File: src/rtl/rvfi_iss_event_sequencer_if.sv
// rvfi_iss_event_sequencer_if
//   Bundles the RVFI retirement capture signals and the event hand-off
//   signals of the ISS event sequencer.
//   master : sequencer side (consumes RVFI records, sources events)
//   slave  : environment side (drives RVFI records, consumes events)
//   Signals:
//     rvfi_valid_i/order_i/insn_i/pc_i/intr_i, mip_i : retirement capture
//     flush_i                                        : synchronous FIFO clear
//     ev_valid_o/ev_ready_i                          : event handshake
//     ev_kind_o/order_o/insn_o/pc_o/mip_o            : head event payload
//     count_o, overflow_o, order_err_o               : status
interface rvfi_iss_event_sequencer_if #(
  parameter int DEPTH = 8,
  parameter int XLEN  = 32,
  parameter int ILEN  = 32
);
  localparam int CW = $clog2(DEPTH) + 1;

  logic            rvfi_valid_i;
  logic [63:0]     rvfi_order_i;
  logic [ILEN-1:0] rvfi_insn_i;
  logic [XLEN-1:0] rvfi_pc_i;
  logic            rvfi_intr_i;
  logic [XLEN-1:0] mip_i;
  logic            flush_i;
  logic            ev_valid_o;
  logic            ev_ready_i;
  logic            ev_kind_o;
  logic [63:0]     ev_order_o;
  logic [ILEN-1:0] ev_insn_o;
  logic [XLEN-1:0] ev_pc_o;
  logic [XLEN-1:0] ev_mip_o;
  logic [CW-1:0]   count_o;
  logic            overflow_o;
  logic            order_err_o;

  modport master (
    input  rvfi_valid_i, rvfi_order_i, rvfi_insn_i, rvfi_pc_i, rvfi_intr_i,
           mip_i, flush_i, ev_ready_i,
    output ev_valid_o, ev_kind_o, ev_order_o, ev_insn_o, ev_pc_o, ev_mip_o,
           count_o, overflow_o, order_err_o
  );

  modport slave (
    output rvfi_valid_i, rvfi_order_i, rvfi_insn_i, rvfi_pc_i, rvfi_intr_i,
           mip_i, flush_i, ev_ready_i,
    input  ev_valid_o, ev_kind_o, ev_order_o, ev_insn_o, ev_pc_o, ev_mip_o,
           count_o, overflow_o, order_err_o
  );
endinterface

File: src/rtl/rvfi_iss_event_sequencer.sv
// rvfi_iss_event_sequencer
//   Captures RVFI retirements into an in-order event FIFO for the ISS
//   lockstep driver. An interrupt-entry retirement becomes two events: an
//   INTR event carrying the mip snapshot, followed by the STEP event.
//   Ports:
//     clk_i  : clock
//     rst_ni : asynchronous active-low reset
//     bus    : rvfi_iss_event_sequencer_if.master (capture, events, status)
//
// Handshake: ev_valid_o is high whenever the FIFO holds an event; the head
// event is transferred on a cycle where ev_valid_o && ev_ready_i. While
// ev_valid_o && !ev_ready_i the payload is held stable. ev_valid_o does not
// depend on ev_ready_i.
module rvfi_iss_event_sequencer #(
  parameter int DEPTH = 8,
  parameter int XLEN  = 32,
  parameter int ILEN  = 32
) (
  input  logic                         clk_i,
  input  logic                         rst_ni,
  rvfi_iss_event_sequencer_if.master   bus
);
  localparam int AW = $clog2(DEPTH);
  localparam int CW = AW + 1;
  localparam logic [CW-1:0] DEPTH_C = CW'(DEPTH);

  logic            r_kind  [DEPTH];
  logic [63:0]     r_order [DEPTH];
  logic [ILEN-1:0] r_insn  [DEPTH];
  logic [XLEN-1:0] r_pc    [DEPTH];
  logic [XLEN-1:0] r_mip   [DEPTH];

  logic [AW-1:0] r_head, r_tail;
  logic [CW-1:0] r_count;
  logic          r_overflow, r_order_err;
  logic          r_base_vld;
  logic [63:0]   r_base;

  logic [CW-1:0] w_free, w_need;
  logic          w_fit, w_push, w_pop, w_rec;
  logic [1:0]    w_push_n;
  logic [AW-1:0] w_tail1;

  // Retirements arriving in a flush cycle are ignored entirely.
  assign w_rec    = bus.rvfi_valid_i && !bus.flush_i;
  // Room is judged on the registered count only; a same-cycle pop does not help.
  assign w_free   = DEPTH_C - r_count;
  assign w_need   = bus.rvfi_intr_i ? CW'(2) : CW'(1);
  assign w_fit    = (w_free >= w_need);
  assign w_push   = w_rec && w_fit;
  assign w_pop    = (r_count != '0) && bus.ev_ready_i && !bus.flush_i;
  assign w_push_n = !w_push ? 2'd0 : (bus.rvfi_intr_i ? 2'd2 : 2'd1);
  assign w_tail1  = r_tail + AW'(1);

  always_ff @(posedge clk_i or negedge rst_ni) begin
    if (!rst_ni) begin
      for (int i = 0; i < DEPTH; i++) begin
        r_kind[i]  <= 1'b0;
        r_order[i] <= '0;
        r_insn[i]  <= '0;
        r_pc[i]    <= '0;
        r_mip[i]   <= '0;
      end
    end else if (w_push) begin
      if (bus.rvfi_intr_i) begin
        r_kind[r_tail]   <= 1'b1;
        r_order[r_tail]  <= bus.rvfi_order_i;
        r_insn[r_tail]   <= '0;
        r_pc[r_tail]     <= bus.rvfi_pc_i;
        r_mip[r_tail]    <= bus.mip_i;
        r_kind[w_tail1]  <= 1'b0;
        r_order[w_tail1] <= bus.rvfi_order_i;
        r_insn[w_tail1]  <= bus.rvfi_insn_i;
        r_pc[w_tail1]    <= bus.rvfi_pc_i;
        r_mip[w_tail1]   <= '0;
      end else begin
        r_kind[r_tail]   <= 1'b0;
        r_order[r_tail]  <= bus.rvfi_order_i;
        r_insn[r_tail]   <= bus.rvfi_insn_i;
        r_pc[r_tail]     <= bus.rvfi_pc_i;
        r_mip[r_tail]    <= '0;
      end
    end
  end

  always_ff @(posedge clk_i or negedge rst_ni) begin
    if (!rst_ni) begin
      r_head  <= '0;
      r_tail  <= '0;
      r_count <= '0;
    end else if (bus.flush_i) begin
      r_head  <= '0;
      r_tail  <= '0;
      r_count <= '0;
    end else begin
      if (w_pop) r_head <= r_head + AW'(1);
      r_tail  <= r_tail + AW'(w_push_n);
      r_count <= r_count + CW'(w_push_n) - CW'(w_pop);
    end
  end

  // Order baseline tracks every non-flushed retirement, dropped or not.
  always_ff @(posedge clk_i or negedge rst_ni) begin
    if (!rst_ni) begin
      r_overflow  <= 1'b0;
      r_order_err <= 1'b0;
      r_base_vld  <= 1'b0;
      r_base      <= '0;
    end else if (bus.flush_i) begin
      r_base_vld  <= 1'b0;
    end else if (w_rec) begin
      if (!w_fit) r_overflow <= 1'b1;
      if (r_base_vld && (bus.rvfi_order_i != r_base + 64'd1)) r_order_err <= 1'b1;
      r_base_vld  <= 1'b1;
      r_base      <= bus.rvfi_order_i;
    end
  end

  assign bus.ev_valid_o  = (r_count != '0);
  assign bus.ev_kind_o   = r_kind[r_head];
  assign bus.ev_order_o  = r_order[r_head];
  assign bus.ev_insn_o   = r_insn[r_head];
  assign bus.ev_pc_o     = r_pc[r_head];
  assign bus.ev_mip_o    = r_mip[r_head];
  assign bus.count_o     = r_count;
  assign bus.overflow_o  = r_overflow;
  assign bus.order_err_o = r_order_err;
endmodule

File: src/flat_wrapper.sv
// flat-port wrapper written by rule: the top's interface ports become plain ports
module rvfi_iss_event_sequencer_flat 
#(
  parameter int DEPTH = 8,
  parameter int XLEN  = 32,
  parameter int ILEN  = 32
)
  (clk_i, rst_ni, bus_rvfi_valid_i, bus_rvfi_order_i, bus_rvfi_insn_i, bus_rvfi_pc_i, bus_rvfi_intr_i, bus_mip_i, bus_flush_i, bus_ev_ready_i, bus_ev_valid_o, bus_ev_kind_o, bus_ev_order_o, bus_ev_insn_o, bus_ev_pc_o, bus_ev_mip_o, bus_count_o, bus_overflow_o, bus_order_err_o);
  rvfi_iss_event_sequencer_if #(.DEPTH(DEPTH), .XLEN(XLEN), .ILEN(ILEN)) bus_i ();
  input  logic clk_i;
  input  logic rst_ni;
  input wire logic [$bits(bus_i.rvfi_valid_i)-1:0] bus_rvfi_valid_i;
  input wire logic [$bits(bus_i.rvfi_order_i)-1:0] bus_rvfi_order_i;
  input wire logic [$bits(bus_i.rvfi_insn_i)-1:0] bus_rvfi_insn_i;
  input wire logic [$bits(bus_i.rvfi_pc_i)-1:0] bus_rvfi_pc_i;
  input wire logic [$bits(bus_i.rvfi_intr_i)-1:0] bus_rvfi_intr_i;
  input wire logic [$bits(bus_i.mip_i)-1:0] bus_mip_i;
  input wire logic [$bits(bus_i.flush_i)-1:0] bus_flush_i;
  input wire logic [$bits(bus_i.ev_ready_i)-1:0] bus_ev_ready_i;
  output wire logic [$bits(bus_i.ev_valid_o)-1:0] bus_ev_valid_o;
  output wire logic [$bits(bus_i.ev_kind_o)-1:0] bus_ev_kind_o;
  output wire logic [$bits(bus_i.ev_order_o)-1:0] bus_ev_order_o;
  output wire logic [$bits(bus_i.ev_insn_o)-1:0] bus_ev_insn_o;
  output wire logic [$bits(bus_i.ev_pc_o)-1:0] bus_ev_pc_o;
  output wire logic [$bits(bus_i.ev_mip_o)-1:0] bus_ev_mip_o;
  output wire logic [$bits(bus_i.count_o)-1:0] bus_count_o;
  output wire logic [$bits(bus_i.overflow_o)-1:0] bus_overflow_o;
  output wire logic [$bits(bus_i.order_err_o)-1:0] bus_order_err_o;
  assign bus_i.rvfi_valid_i = bus_rvfi_valid_i;
  assign bus_i.rvfi_order_i = bus_rvfi_order_i;
  assign bus_i.rvfi_insn_i = bus_rvfi_insn_i;
  assign bus_i.rvfi_pc_i = bus_rvfi_pc_i;
  assign bus_i.rvfi_intr_i = bus_rvfi_intr_i;
  assign bus_i.mip_i = bus_mip_i;
  assign bus_i.flush_i = bus_flush_i;
  assign bus_i.ev_ready_i = bus_ev_ready_i;
  assign bus_ev_valid_o = bus_i.ev_valid_o;
  assign bus_ev_kind_o = bus_i.ev_kind_o;
  assign bus_ev_order_o = bus_i.ev_order_o;
  assign bus_ev_insn_o = bus_i.ev_insn_o;
  assign bus_ev_pc_o = bus_i.ev_pc_o;
  assign bus_ev_mip_o = bus_i.ev_mip_o;
  assign bus_count_o = bus_i.count_o;
  assign bus_overflow_o = bus_i.overflow_o;
  assign bus_order_err_o = bus_i.order_err_o;
  rvfi_iss_event_sequencer #(.DEPTH(DEPTH), .XLEN(XLEN), .ILEN(ILEN)) u_core (.clk_i(clk_i), .rst_ni(rst_ni), .bus(bus_i));
endmodule
File: config.mk
export PLATFORM = sky130hd
export DESIGN_NAME = rvfi_iss_event_sequencer_flat
export DESIGN_NICKNAME = d
export VERILOG_FILES = /design/src/rtl/rvfi_iss_event_sequencer_if.sv /design/src/rtl/rvfi_iss_event_sequencer.sv /design/src/flat_wrapper.sv
export SDC_FILE = /design/constraint.sdc
export NUM_CORES = 2
export LEC_CHECK = 0
export CORE_MARGIN = 2
export CORE_UTILIZATION = 44
export CTS_BUF_LIST = sky130_fd_sc_hd__clkbuf_16
export CTS_CLUSTER_DIAMETER = 60
export DETAILED_ROUTE_END_ITERATION = 12
export PLACE_DENSITY = 0.59
export SLEW_MARGIN = 30
export SYNTH_ARGS = -nofsm -noshare
export SYNTH_HDL_FRONTEND = slang
export SYNTH_SLANG_ARGS = --single-unit
export TNS_END_PERCENT = 30
File: constraint.sdc
create_clock -name clk_i -period 4.01 [get_ports clk_i]
set_clock_uncertainty 0.05 [all_clocks]
set_input_delay 0.6015 -clock clk_i [delete_from_list [all_inputs] [get_ports clk_i]]
set_output_delay 0.6015 -clock clk_i [all_outputs]
set_load 0.005 [all_outputs]
==> summary.md <==
| Metric | Value |
|---|---|
| Status | finished, final reports clean |
| Die X | 382 µm |
| Synth Register Bits | 1,365 |
| Max Slew Vio Count | 0 |
| Die area | 146,000 µm² |
| Clk buf depth | 3 |
| DR vias | 46,749 |
| Setup crit end kind | output pin |
| Syn avg cell area | 10.4 µm² |
| Maximum VDD drop | 0.427 mV |
| Area Overhead vs Synth | 17.3% |
| Syn nets | 6,237 |
| Util after Layout | 52.1% |
| Final std cells w/o fill | 8,184 |
| Prevailing post-synth register cell | dfrtp_1 |
| Synth top cells by count | nand2_1 (2,651), dfrtp_1 (1,365), clkbuf_1 (413) |
| Final Power | 49.8 mW |
| Port bufs | 333 |
| Core area | 142,000 µm² |
| Reg clk slew, reported paths | 60 ps |
| Worst Path Buf+Inv | 3 |
| Drt wl/cell | 23.9 µm |
| Io pins | 334 |
| Starting Density | 44.4% |
| Worst setup SP type | register |
| Clock latency on the worst-skew pair | 770 ps |
| Clock Sinks | 1,365 |
| Slew margin rel. | 33.3% |
| Root buf cell | clkbuf_16 |
| Dpl ws | 570 ps |
| Top-count cell post-synth | nand2_1 |
| Global-route wire length before repair | 301 mm |
| Post-layout minimum cycle time | 3890 ps |
| H-Tree Depth | 4 |
| HPWL Detailed | 111 mm |
| CP required | 3360 ps |
| Leakage power | 35.4 nW |
| DRT iter0 DRCs | 4,048 |
| Worst EP arrival | 3240 ps |
| Synth Warn # | 0 |
| Layout Nets | 6,346 |
| Max Cap Viol | 0 |
| Gpl congestion | 0.845 |
| Final Cell Area | 73,800 µm² |
| Global Route Usage Sum | 26.8% |
| DRT antenna net count | 0 |
| Top cell type's share of synthesized area | 54.3% |
| Vias in the first global route | 47,837 |
| Initial antenna violation count | 28 |
| Mapped Cells | 6,056 |
| DRT Wirelength | 195 mm |
| Synth Cell Area | 62,900 µm² |
| Post-DP Area | 68,800 µm² |
| RSZ-0062 raised after global routing | true |
| Count of unique library cells instantiated by Yosys | 74 |
| Kind of critical path | register to output pin |
| Pre-antenna DRT Iters | 6 |
| Num CTS Buffers | 156 |
| Setup slack, reg-to-reg | 630 ps |
| Setup violators final | 0 |
| Slew of the pin with the lowest slew margin | 999 ps |
| GRT overflow | 0 |
| P per Cell Area | 674 nW/µm² |
| Min-Delay Path Class | primary input to register |
| Sequential area share after synthesis | 54.3% |
| Number of synthesized flops with an enable pin | 0 |
| Largest area contributor in the netlist | dfrtp_1 |
| Placed Cells | 7,896 |
| Crit-path cells | buf_16, buf_12, mux4_2, mux2_2, clkdlybuf4s50_1 |
| Die Y | 382 µm |
| CTS tree | yes |
| Fmax | 257 MHz |
| Row cnt | 138 |
| Min setup slack post-route | 116 ps |
| Biggest cell delay along the critical path | 560 ps |
| Worst-path fanout max | 31 |
| Final hold viol count | 0 |
| Largest net degree at the start of global routing | 145 |
| Drt via density | 5.71 |
| Slowest cell on crit path | mux4_2 |
| Delay-heaviest family, CP | buffers and inverters |
| Share of layout cells above drive strength 1 | 14.6% |
| Post-route DRC | 0 |
| Crit share post-route | 97.1% |
| Synth area leaders | dfrtp_1 (54%), nand2_1 (16%), mux4_2 (12%), a22o_1 (5.2%), mux2_2 (2.9%) |
| Post-synth ARST share | 100% |
[cell usage in the layout (no fill, tap or decap), drive strengths merged, types with 14 or more instances in the layout]
cell              n
clkinv           58
xor2             42
buf             168
nand4            35
nor2             44
mux2            162
clkdlybuf4s50   317
nor4             25
a22o            375
a21oi            25
nand3            37
nand2          2651
inv              69
clkbuf          158
dlymetal6s2s     14
o21ai           142
and3             27
dfrtp          1365
mux4            322
xnor2            45
a32o             33
nor3             16
[power breakdown]
part           switching [mW]  total [mW]  internal, mW
logic                    7.55        16.2          8.65
registers                2.25        19.9          17.7
clock network            5.85        13.6          7.78
[cells by family after synthesis]
kind of cell               synth area share, %
muxes                                     14.6
adders and majority gates                0.322
xor gates and xnor gates                  1.21
DFF                                       54.3
AOI/OAI and AO/OA                         7.64
buffers and inverters                     3.71
and+or+nand+nor                           18.2
[path summary, 6_finish.rpt]
path                                    start                endpoint  depth (start not counted)
max                          u_core.r_head[0]      bus_ev_order_o[19]                          5
min                           bus_rvfi_intr_i        u_core.r_mip[38]                          3
max reg2reg                  u_core.r_base[5]  u_core.bus.order_err_o                          8
min reg2reg                u_core.r_order[60]      u_core.r_order[60]                          2
max in group asynchronous              rst_ni          u_core.r_pc[2]                          4
min in group asynchronous              rst_ni      u_core.r_order[41]                          2
[timing repair]
item / CTS / global route
hold buffers: 1 / 0
endpoints found under the hold margin: 58 / 0
gates resized for setup: 3 / 26
buffers inserted: 0 / 0
pin swaps: 0 / 0
setup endpoints to repair: 6 / 38
[metrics by stage]
step	TNS (ps)	hold WS, ps
floorplan	0	256
global placement	0	402
detailed placement	0	407
CTS	0	248
global route	-79.6	293
finish	0	316
[final cells by class]
type | instances | area (µm²)
Antenna cell | 13 | 32.5
Timing Repair Buffer | 500 | 5600
Inverter | 28 | 105
Tap cell | 1890 | 2360
Clock inverter | 116 | 852
Sequential cell | 1365 | 34200
Fill cell | 12320 | 68000
Multi-Input combinational cell | 4114 | 26700
Clock buffer | 158 | 3950
[worst min-delay path: stages]
cell	delay (ps)
buf_2	140
buf_4	200
a32o_1	160
[state kept, by name, summed over array words and instances, names as in the netlist]
register,count
u_core.r_insn,256
u_core.r_pc,256
u_core.r_head,3
u_core.r_kind,8
u_core.r_mip,256
u_core.r_order,512
u_core.bus.count_o,4
u_core.bus.overflow_o,1
u_core.r_base,64
u_core.bus.order_err_o,1
u_core.r_base_vld,1
u_core.r_tail,3
[layer usage]
layer | vias up | track usage (%) | share of wire (%)
met4 | 32 | 8.19 | 2.6
met1 | 24076 | 37.1 | 43
met3 | 339 | 5.48 | 7.2
met2 | 1642 | 42.8 | 47
met5 | - | 0 | 0.083
li1 | 20660 | - | -
(Power assumes the default switching activity.)
